`src/rtl/screen_pkg.sv`:
```
// Shared definitions for the VGA scene path.
//   scene_t  : scene encoding driven on screen_sequencer.scene
//   rgb12_t  : 12-bit {r,g,b} pixel as produced by every drawer
//   BDR..TKN : tile codes shared between the drawers and the sequencer
//   max_int  : elaboration-time helper for sizing counters
package screen_pkg;

    typedef enum logic [2:0] {
        TITLE     = 3'd0,
        PLAYING   = 3'd1,
        DYING     = 3'd2,
        GAME_OVER = 3'd3,
        WIN       = 3'd4
    } scene_t;

    typedef struct packed {
        logic [3:0] r;
        logic [3:0] g;
        logic [3:0] b;
    } rgb12_t;

    localparam logic [2:0] BDR = 3'd0;
    localparam logic [2:0] SKY = 3'd1;
    localparam logic [2:0] BLK = 3'd2;
    localparam logic [2:0] GND = 3'd3;
    localparam logic [2:0] TKN = 3'd4;

    function automatic int max_int(input int a, input int b);
        return (a > b) ? a : b;
    endfunction

endpackage

```
`src/rtl/screen_sequencer_button_edge_sync.sv`:
```
// Two-flop synchroniser for a raw asynchronous button followed by a
// registered rising-edge detector.
//   clk    : destination clock
//   rst    : asynchronous active-high reset
//   button : raw button level, active-high
//   pulse  : one-cycle pulse, three clocks after the button rises
module button_edge_sync (
    input  logic clk,
    input  logic rst,
    input  logic button,
    output logic pulse
);

    logic meta;
    logic stable;
    logic stable_d;

    always_ff @(posedge clk or posedge rst) begin
        if (rst) begin
            meta     <= 1'b0;
            stable   <= 1'b0;
            stable_d <= 1'b0;
            pulse    <= 1'b0;
        end else begin
            meta     <= button;
            stable   <= meta;
            stable_d <= stable;
            pulse    <= stable & ~stable_d;
        end
    end

endmodule

```
`src/rtl/screen_sequencer.sv`:
```
// Scene controller for the VGA path: picks which drawer owns the pixel
// output, tracks lives and issues gameplay restart pulses. Scene changes
// happen only on frame_tick, so every frame is drawn by a single scene.
//   vga_clock, reset          : pixel clock, async active-high reset
//   row, column               : scan position from the timing generator
//   display_enable            : high in the visible area
//   jump_button               : raw button, active-high
//   mario_dead, level_done    : level flags from gameplay logic
//   title/play/over/win_rgb   : drawer pixels {r,g,b}
//   vga_red/green/blue        : registered muxed pixel
//   scene, lives              : current scene and remaining lives
//   play_restart              : one-cycle gameplay world reset
//   frame_tick                : one-cycle pulse at start of vertical blanking
module screen_sequencer
    import screen_pkg::*;
#(
    parameter int SCREEN_WIDTH  = 640,
    parameter int SCREEN_HEIGHT = 480,
    parameter int START_LIVES   = 3,
    parameter int DEATH_FRAMES  = 120,
    parameter int OVER_FRAMES   = 300
) (
    input  logic        vga_clock,
    input  logic        reset,
    input  logic [31:0] row,
    input  logic [31:0] column,
    input  logic        display_enable,
    input  logic        jump_button,
    input  logic        mario_dead,
    input  logic        level_done,
    input  logic [11:0] title_rgb,
    input  logic [11:0] play_rgb,
    input  logic [11:0] over_rgb,
    input  logic [11:0] win_rgb,
    output logic [3:0]  vga_red,
    output logic [3:0]  vga_green,
    output logic [3:0]  vga_blue,
    output scene_t      scene,
    output logic [2:0]  lives,
    output logic        play_restart,
    output logic        frame_tick
);

    localparam int TW = $clog2(max_int(DEATH_FRAMES, OVER_FRAMES) + 1);
    localparam logic [TW-1:0] DEATH_LAST  = TW'(DEATH_FRAMES - 1);
    localparam logic [TW-1:0] OVER_LAST   = TW'(OVER_FRAMES);
    localparam logic [2:0]    LIVES_START = 3'(START_LIVES);

    if (SCREEN_WIDTH < 1 || SCREEN_HEIGHT < 1 || START_LIVES < 1 || START_LIVES > 7
        || DEATH_FRAMES < 1 || OVER_FRAMES < 1) begin : g_bad_params
        $error("screen_sequencer: parameter out of range");
    end

    logic          btn_pulse;
    logic          btn_pending;
    logic          at_blank_start;
    logic          at_blank_start_d;
    logic [TW-1:0] timer;
    logic          de_d;
    rgb12_t        pixel;

    button_edge_sync u_jump (
        .clk    (vga_clock),
        .rst    (reset),
        .button (jump_button),
        .pulse  (btn_pulse)
    );

    always_comb begin
        at_blank_start = (row == 32'(SCREEN_HEIGHT)) && (column == '0);
    end

    always_ff @(posedge vga_clock or posedge reset) begin
        if (reset) begin
            at_blank_start_d <= 1'b0;
            frame_tick       <= 1'b0;
            scene            <= TITLE;
            lives            <= LIVES_START;
            timer            <= '0;
            btn_pending      <= 1'b0;
            play_restart     <= 1'b0;
        end else begin
            at_blank_start_d <= at_blank_start;
            // Edge of the position compare: a generator that dwells on the
            // blanking start still yields a single tick.
            frame_tick       <= at_blank_start && !at_blank_start_d;
            play_restart     <= 1'b0;

            if (frame_tick) begin
                // Each tick consumes any pending press; a press arriving on
                // the tick itself is carried to the next frame unless the
                // scene changes below.
                btn_pending <= btn_pulse;
                unique case (scene)
                    TITLE: begin
                        if (btn_pending) begin
                            scene        <= PLAYING;
                            lives        <= LIVES_START;
                            play_restart <= 1'b1;
                            btn_pending  <= 1'b0;
                        end
                    end
                    PLAYING: begin
                        if (mario_dead) begin
                            scene       <= DYING;
                            timer       <= '0;
                            btn_pending <= 1'b0;
                        end else if (level_done) begin
                            scene       <= WIN;
                            timer       <= '0;
                            btn_pending <= 1'b0;
                        end
                    end
                    DYING: begin
                        if (timer == DEATH_LAST) begin
                            timer       <= '0;
                            btn_pending <= 1'b0;
                            if (lives <= 3'd1) begin
                                lives <= '0;
                                scene <= GAME_OVER;
                            end else begin
                                lives        <= lives - 3'd1;
                                scene        <= PLAYING;
                                play_restart <= 1'b1;
                            end
                        end else begin
                            timer <= timer + 1'b1;
                        end
                    end
                    GAME_OVER, WIN: begin
                        if (timer == OVER_LAST) begin
                            if (btn_pending) begin
                                scene       <= TITLE;
                                btn_pending <= 1'b0;
                            end
                        end else begin
                            timer <= timer + 1'b1;
                        end
                    end
                    default: begin
                        scene       <= TITLE;
                        btn_pending <= 1'b0;
                    end
                endcase
            end else if (btn_pulse) begin
                btn_pending <= 1'b1;
            end
        end
    end

    always_comb begin
        unique case (scene)
            TITLE:          pixel = title_rgb;
            PLAYING, DYING: pixel = play_rgb;
            GAME_OVER:      pixel = over_rgb;
            WIN:            pixel = win_rgb;
            default:        pixel = '0;
        endcase
    end

    always_ff @(posedge vga_clock or posedge reset) begin
        if (reset) begin
            de_d      <= 1'b0;
            vga_red   <= '0;
            vga_green <= '0;
            vga_blue  <= '0;
        end else begin
            de_d <= display_enable;
            if (de_d) begin
                vga_red   <= pixel.r;
                vga_green <= pixel.g;
                vga_blue  <= pixel.b;
            end else begin
                vga_red   <= '0;
                vga_green <= '0;
                vga_blue  <= '0;
            end
        end
    end

endmodule

```
`config.mk`:
```
export PLATFORM = sky130hd
export DESIGN_NAME = screen_sequencer
export DESIGN_NICKNAME = d
export VERILOG_FILES = /design/src/rtl/screen_pkg.sv /design/src/rtl/screen_sequencer_button_edge_sync.sv /design/src/rtl/screen_sequencer.sv
export SDC_FILE = /design/constraint.sdc
export NUM_CORES = 1
export LEC_CHECK = 0
export BUFFER_PORTS_ARGS = -buffer_cell sky130_fd_sc_hd__buf_2
export CAP_MARGIN = 20
export CORE_ASPECT_RATIO = 1.2
export CORE_MARGIN = 4
export CORE_UTILIZATION = 25
export CTS_BUF_LIST = sky130_fd_sc_hd__clkbuf_4 sky130_fd_sc_hd__clkbuf_8
export CTS_CLUSTER_SIZE = 20
export DETAILED_ROUTE_END_ITERATION = 7
export GPL_ROUTABILITY_DRIVEN = 0
export PLACE_DENSITY = 0.56
export RECOVER_POWER = 25
export SLEW_MARGIN = 40
export SYNTH_ARGS = -nofsm -noshare
export SYNTH_HDL_FRONTEND = slang
export SYNTH_SLANG_ARGS = --single-unit
export TNS_END_PERCENT = 20
```
`constraint.sdc`:
```
create_clock -name vga_clock -period 2.3 [get_ports vga_clock]
set_input_delay 0.345 -clock vga_clock [delete_from_list [all_inputs] [get_ports vga_clock]]
set_output_delay 0.345 -clock vga_clock [all_outputs]
set_load 0.1 [all_outputs]
```
Word-level counts from Yosys, hierarchy flattened
Cells that the tools add are included.

Bits in registers: 36. Bits of input ports: 118. Output and inout port bits: 20. Word-level logic and storage cells: 80.

Add/sub/neg operators: 2. $lt $le $gt $ge: 1. Equal/unequal tests: 13. Multiplexer cells: 34. Bitwise gates (word level): 2. Reductions and logical operators: 13.

Operators with widths (count): $pmux W12 S4 (1); $mux W9 (4); $eq A32 B9 Y1 const B (1); $logic_not A32 Y1 (1); $mux W3 (9); $pmux W9 S3 (1); $mux W4 (3); $pmux W3 S4 (1); $mux W1 (11); $ne A2 B2 Y1 const B (5); $add A9 B1 Y9 const B (1); $eq A9 B7 Y1 const B (1); $eq A9 B9 Y1 const B (1); $reduce_and A4 Y1 (2); $eq A3 B2 Y1 const B (2); $pmux W3 S2 (1); $reduce_and A6 Y1 (1); $pmux W1 S4 (1); $reduce_bool A2 Y1 (2); $reduce_or A2 Y1 (2); $eq A3 B1 Y1 const B (1); $eq A3 B3 Y1 const B (1); $le A3 B1 Y1 const B (1); $logic_not A3 Y1 (1); other kinds (9) (10).

Longest topological paths before layout
Gate-level depths: netlist (run 1).

Depth in word-level cells: 5. Depth in mapped cells: 8. Depth with buffers taken out: 7.

By module
A second synthesis (run 1) with hierarchy kept.

Cell total of the unflattened synthesis: 229. Area total of the unflattened synthesis: 2162.1 um^2.

Modules (own cells, without submodules): screen_sequencer (times used 1, cells an instance 223, area each 2044.5 um^2, sequential area each 803.3 um^2); button_edge_sync (times used 1, cells an instance 6, area each 117.6 um^2, sequential area each 100.1 um^2).

Least setup slack after synthesis (run 1)
Ideal clock, no wire load.

Path type: register -> register. Start point: register scene[0]. End point: register scene[1]. Library setup time: 126 ps. Arrival: 2152 ps. Required time: 2174 ps. Slack: 22 ps. Stages on the path, launching flop included: 6. Path buffers: 0. Clock period less this slack: 2278 ps. Cells stage by stage: dfrtp_1 -> or3b_1 -> o31a_1 -> o221ai_1 -> nor2_1 -> a221o_1.

Word-level cells in the longest chain between the ends: 4. Elaborated cells between the ends (all ways): 13. Those cells by class: eq/ne (9); mux (1); reduce/logical (3).

Ends and longest elaborated chain: from (decl) (RTL line screen_sequencer.sv:38) `output scene_t scene,`; from (signal assigned) (RTL line screen_sequencer.sv:77) `scene <= TITLE;`; from (signal assigned) (RTL line screen_sequencer.sv:97) `scene <= PLAYING;`; from (signal assigned) (RTL line screen_sequencer.sv:105) `scene <= DYING;`; $eq A3 B3 Y1 / $eq A3 B2 Y1 (equally long branches) (RTL line screen_sequencer.sv:94) `unique case (scene)`; $reduce_or A2 Y1 (RTL line screen_sequencer.sv:94); $ne A2 B2 Y1 (no source line); $reduce_and A6 Y1 (no source line).

Several ways; a longest one is shown, not always the timed one. A chain may end at the register's enable or synchronous reset.

Final worst setup path (run 1)
Start point: register scene[1]. End point: register scene[1].

The elaborated chain is that of the path after synthesis.

==> impl_results.md, run 1 <==
- Root buf cell: clkbuf_8
- PortBufs: 137
- Drt initial violations: 136
- Initial antenna violation count: 0
- H-Tree Depth: 2
- Worst R2R Setup Slack: between 0.2 and 0.3 ns
- Synth top area cells: dfrtp_1 41%, nor2_1 7.1%, a221oi_1 5.1%
- Final worst path period need: between 2 and 2.5 ns
- Post-CTS setup repair buffer count: 0
- CP Launch Type: register
- Core Region: between 7000 and 8000 um2
- Post-DRT Antenna Nets: 0
- TritonRoute pass-1 iters: 4
- CTS buffer count: 5
- Die Y: 107 um
- Clk_lat worst skew: about 0.28 ns
- Hold Worst Slack: 0.161 ns
- CP max FO: 16
- Leading area contributor after synthesis: dfrtp_1
- Leakage dissipation: 1.54 nW
- DP Wirelength: 5640 um
- Final Hold Viols: 0
- Share of layout cells above drive strength 1: 44.0%
- Type of the tightest min-delay check: in -> reg
- CP Capture Type: register
- Commonest cells in the netlist: 39 x nor2_1, 34 x dfrtp_1, 15 x nor4_1
- Clk sink count: 36
- Syn Area/Cell: 9.28 um2
- Synthesized netlist cell count: 221
- Status: finished clean
- Residual DRC count: 0
- Most frequent cell after synthesis: nor2_1
- Post-Syn Area: 2050 um2
- Clock slew at reported path FFs: 0.07 ns
- Syn Nets: 343
- Slew at the pin closest to its max-slew limit: 0.917 ns
- R2R cell count: 5
- Post-placement cell area: 2870 um2
- Maximum clock rate: 500 MHz
- Hold_sp: jump_button
- Worst Hold Depth: 1
- Vias in the first global route: 2207
- Global-route wire length before repair: 10600 um
- Crit path DAT: 2.17 ns
- Design area: slightly below 3000 um2
- Drt via density: 4.93
- Fin nets: ~490
- Clk buf depth: 2
- Main flop type after synthesis: dfrtp_1
- DRT Wirelength: between 6000 and 7000 um
- Register area share after synthesis: 44.0%
- Max-cap viol count: 0
- IO Pins: 138
- CTS Hold Bufs: 0
- Largest net degree at the start of global routing: 37
- Final Max Slew Viols: 0
- Post-synth EDFFs: 0
- Worst reg2reg path startpoint: scene[1]$_DFFE_PP0P_
- Peak supply drop: 191 uV
- Ys async rst share: 100%
- Die X: 90.7 um
- GRT Total Usage: 13.5%
- Wire per inst: 15.2 um
- Synth top area share: 41.5%
- Max-slew headroom: 38.9%
- Fin Setup TNS: 0 ns
- Synthesis-to-layout area growth: 44.0%
- # diodes: 0
- Endpoints failing setup: 0
- Grt total ovfl: 0
- FF-to-FF End: scene[1]$_DFFE_PP0P_
- Die area: 9730 um2
- Unrepaired setup endpoints after global routing: false
- Post-cts resize count: 0
- Number of synthesized register bits: 36
- Pwr/cell area: between 400 and 500 nW/um2
- WP data required: 2.47 ns
- Clock tree from TritonCTS: done
- WS Path Type: reg -> reg
- Vias: ~2200
- Row count: 35
- Synth cell types: 46
- Worst hold endpoint: u_jump.meta$_DFF_PP0_
- Worst Clk Skew: a little over 0.005 ns
- Final worst-path cycle share: 87.0%
- Yosys warning count: 0
- Initial Util: 26.2%
cell type report:
type	count	area (um2)
Sequential cell	36	903
Inverter	7	26.3
Clock buffer	7	83.8
Clock inverter	1	5.00
Fill cell	814	4880
Tap cell	92	115
Multi-Input combinational cell	167	1070
Timing Repair Buffer	146	751
critical path, cell delays in order (launching register included):
cell and delay, ns:
dfrtp_1 0.56, or3b_1 0.46, o31a_1 0.26, o221ai_1 0.14
nor2_1 0.13, a221o_1 0.33
how the worst max path moves through the flow:
| stage | cells past startpoint | end | startpoint | slack (ns) |
|---|---|---|---|---|
| CTS | 5 | scene[1]$_DFFE_PP0P_ | scene[1]$_DFFE_PP0P_ | 0.32 |
| global route | 6 | timer[4]$_DFFE_PP0P_ | timer[1]$_DFFE_PP0P_ | 0.16 |
| floorplan | 5 | scene[1]$_DFFE_PP0P_ | scene[0]$_DFFE_PP0P_ | 0.02 |
| detailed placement | 5 | scene[1]$_DFFE_PP0P_ | scene[1]$_DFFE_PP0P_ | 0.33 |
| finish | 5 | scene[1]$_DFFE_PP0P_ | scene[1]$_DFFE_PP0P_ | 0.30 |
| global placement | 5 | scene[1]$_DFFE_PP0P_ | scene[1]$_DFFE_PP0P_ | 0.39 |
through the flow:
step / worst slack (ns) / std cells / util, % / total power [W]
2_1_floorplan: 0.0220 / 221 / - / 0.000784
4_1_cts: 0.321 / 456 / 37.7 / 0.00137
5_1_grt: 0.157 / 456 / 37.7 / 0.00142
6_report: 0.300 / 456 / 37.7 / 0.00134
3_3_place_gp: 0.389 / 448 / 36.6 / 0.000904
3_5_place_dp: 0.333 / 448 / 36.6 / 0.000905
sequential cells by signal, indices dropped and copies added, names as in the netlist, 3 cells and up:
register / flops
vga_green: 4
scene: 3
vga_red: 4
vga_blue: 4
lives: 3
timer: 9
cell families (layout without fill, tap and decap cells):
group | count (synthesis) | after routing | synth area share (%)
muxes | 1 | 1 | 0.549
DFF | 36 | 36 | 44.0
xor gates and xnor gates | 1 | 1 | 0.427
AOI/OAI and AO/OA | 64 | 64 | 23.0
buffers and inverters | 18 | 161 | 3.84
and+or+nand+nor | 97 | 97 | 25.7
adders and majority gates | 4 | 4 | 2.44
per-layer routing:
layer | track usage [%] | share of wire, % | wire, um | vias to the layer above
met5 | 0 | 0 | 0 | -
met4 | 3.06 | 0.85 | 59 | 0
met3 | 4.63 | 6.8 | 471 | 7
met2 | 22.6 | 51 | 3520 | 72
met1 | 16.8 | 42 | 2900 | 1042
li1 | - | - | - | 1125
layout by cell type (no fill, tap or decap), drive strengths merged, types with 2 or more instances in the layout:
| cell type | Yosys | routed |
|---|---|---|
| clkbuf | 7 | 8 |
| a21oi | 6 | 6 |
| dfrtp | 34 | 34 |
| nor2 | 39 | 39 |
| nand3 | 2 | 2 |
| nor4 | 15 | 15 |
| o211ai | 2 | 2 |
| nor4b | 2 | 2 |
| nor2b | 9 | 9 |
| nand4 | 5 | 5 |
| and3 | 5 | 5 |
| nor3 | 3 | 3 |
| a21o | 3 | 3 |
| a221oi | 12 | 12 |
| buf | 4 | 145 |
| a22oi | 12 | 12 |
| nand2 | 5 | 5 |
| o21ai | 12 | 12 |
| o31a | 2 | 2 |
| a22o | 8 | 8 |
| ha | 4 | 4 |
| dfstp | 2 | 2 |
| nor3b | 2 | 2 |
| inv | 7 | 7 |
power breakdown:
group | internal (W) | switching (W) | leakage, nW
registers | 0.000648 | 0.00000386 | 0.457
logic | 0.0000943 | 0.000145 | 1.04
clock network | 0.000236 | 0.000217 | 0.0491
(Power assumes the default switching activity.)
==> inputs of run 2 (changes only) <==
CORE_MARGIN = unset   (was 4)
==> run 2 against run 1 <==
Net effect: the flow now finishes with violations (design-rule violations); critical path depth is the same; setup slack lost 0.046 ns; utilization increased by 0.12 points; sequential cell count is the same; die area down 12%; sequential share of layout area up 0.078 points; largest cell class unchanged.
==> impl_results.md, run 2 (synthesized netlist as in run 1, its figures left out) <==
- Status: finished with violations
- Violations in the final reports: design-rule violations
- Vias in the first global route: 2101 (-4.8%)
- Leakage dissipation: 1.54 nW (-0.35%)
- Grt total ovfl: 0 (unchanged)
- Maximum clock rate: 489 MHz (-2.2%)
- Final Max Slew Viols: 0 (unchanged)
- Row count: 35 (unchanged)
- Post-cts resize count: 0 (unchanged)
- Worst reg2reg path startpoint: scene[1]$_DFFE_PP0P_
- Drt initial violations: 137 (+0.74%)
- Final worst path period need: 2.05 ns (+0.0458 ns)
- Fin Setup TNS: 0 ns (unchanged)
- IO Pins: 138 (unchanged)
- Unrepaired setup endpoints after global routing: false
- Die X: 84.7 um (-6.6%)
- WP data required: 2.46 ns (about the same)
- GRT Total Usage: 15.3% (+1.8 points)
- Worst Clk Skew: 0.00984 ns (+0.00471 ns)
- Crit path DAT: 2.21 ns (+0.04 ns)
- Share of layout cells above drive strength 1: 43.8% (-0.15 points)
- Commonest non-fill, non-tap cell in the layout: buf_2
- Final Core Density: 37.8% (+0.12 points)
- Max-slew headroom: 40.5% (+1.6 points)
- H-Tree Depth: 2 (unchanged)
- Fin nets: 484 (-0.21%)
- Slew at the pin closest to its max-slew limit: 0.893 ns (-0.0234 ns)
- Final worst-path cycle share: 89.0% (+2.0 points)
- Overall Power: 0.00134 W (-0.24%)
- Clk_lat worst skew: 0.28 ns (about the same)
- Pwr/cell area: 455 nW/um2 (about the same)
- Hold_sp: display_enable
- Post-DRT Antenna Nets: 0 (unchanged)
- Die Y: 101 um (-5.6%)
- Root buf cell: clkbuf_8
- Worst R2R Setup Slack: 0.25 ns (-0.05 ns)
- WS Path Type: reg -> reg
- Initial antenna violation count: 0 (unchanged)
- Initial Util: 26.3% (+0.15 points)
- Drt via density: 5.05 (+2.5%)
- CP Launch Type: register
- Peak supply drop: 208 uV (+8.8%)
- Worst Hold Depth: 1 (unchanged)
- Vias: 2296 (+2.2%)
- Worst slack, placed: 0.278 ns (-0.0558 ns)
- Synthesis-to-layout area growth: 43.6%
- Largest net degree at the start of global routing: 37 (unchanged)
- CP max FO: 16 (unchanged)
- # diodes: 0 (unchanged)
- CTS buffer count: 5 (unchanged)
- TritonRoute pass-1 iters: 8 (+4)
- PortBufs: 137 (unchanged)
- Core Region: 7790 um2 (-0.56%)
- Area of the multi-input gates: 1070 um2 (unchanged)
- Max-cap viol count: 0 (unchanged)
- Final WS setup: 0.254 ns (-0.0458 ns)
- DP Wirelength: 5470 um (-3.1%)
- Reg area: 903 um2 (unchanged)
- R2R cell count: 5 (unchanged)
- FF-to-FF End: timer[5]$_DFFE_PP0P_
- Max reg flops: 9 (unchanged)
- Global-route wire length before repair: 10400 um (-2.2%)
- CP Capture Type: register
- Residual DRC count: 10 (+10)
- Clock tree from TritonCTS: done
- Commonest non-fill, non-tap cells in the layout: 137 x buf_2, 39 x nor2_1, 34 x dfrtp_1
- Clk sink count: 36 (unchanged)
- Worst hold endpoint: de_d$_DFF_PP0_
- Clock slew at reported path FFs: 0.07 ns (about the same)
- Die area: 8580 um2 (-12%)
- CTS Hold Bufs: 0 (unchanged)
- Type of the tightest min-delay check: in -> reg
- Final Hold Viols: 0 (unchanged)
- DRT Wirelength: 6790 um (-2.3%)
- Clk buf depth: 2 (unchanged)
- Wire per inst: 14.9 um (-2.1%)
- # fillers: 807 (-0.86%)
- Largest Register: timer
- Post-CTS setup repair buffer count: 0 (unchanged)
- Endpoints failing setup: 0 (unchanged)
==> run 2: changes by cell type in the layout (fill, tap and decap cells not counted), sizes merged <==
cell	change
buf	-1
==> run 2: per-layer routing <==
metal  vias to the layer above  global-route usage, %  wire length [um]
met5                         -                      0                 0
met4                         0                   3.52                61
met3                         8                   3.34               444
met2                        81                   23.5              3170
met1                      1087                   22.1              3120
li1                       1120                      -                 -
==> run 2: power by group <==
group | internal (W) | switching, W
logic | 0.0000944 | 0.000147
registers | 0.000648 | 0.00000382
clock network | 0.000236 | 0.000212
total | 0.000979 | 0.000363
==> run 2: worst max-delay path, stage by stage (launching register included) <==
cell and delay [ns]:
dfrtp_1 0.55, or3b_1 0.46, o31a_1 0.26, o21a_1 0.22
nor2b_4 0.21, a22o_1 0.22
==> run 2: stage by stage <==
stage	cells	hold WS [ns]	area, um2
detailed placement	447	0.336	2860
CTS	455	0.156	2950
global placement	447	0.336	2860
global route	455	0.147	2950
finish	455	0.162	2950
floorplan	221	0.331	2050
==> run 2: how the worst max path moves through the flow <==
| stage | start | to | slack (ns) | depth (start not counted) |
|---|---|---|---|---|
| global placement | timer[4]$_DFFE_PP0P_ | timer[3]$_DFFE_PP0P_ | 0.31 | 5 |
| global route | scene[1]$_DFFE_PP0P_ | timer[3]$_DFFE_PP0P_ | 0.16 | 5 |
| CTS | scene[1]$_DFFE_PP0P_ | timer[3]$_DFFE_PP0P_ | 0.26 | 5 |
| detailed placement | timer[4]$_DFFE_PP0P_ | timer[3]$_DFFE_PP0P_ | 0.28 | 5 |
| finish | scene[1]$_DFFE_PP0P_ | timer[5]$_DFFE_PP0P_ | 0.25 | 5 |
| floorplan | scene[0]$_DFFE_PP0P_ | scene[1]$_DFFE_PP0P_ | 0.02 | 5 |
==> run 2: final cells by class <==
type                       count  area share [%]
inverter                       7           0.892
clock buffer                   7            2.85
tap                           92            3.91
sequential                    36            30.7
multi-input combinational    167            36.3
clock inverter                 1           0.170
timing repair buffer         145            25.2
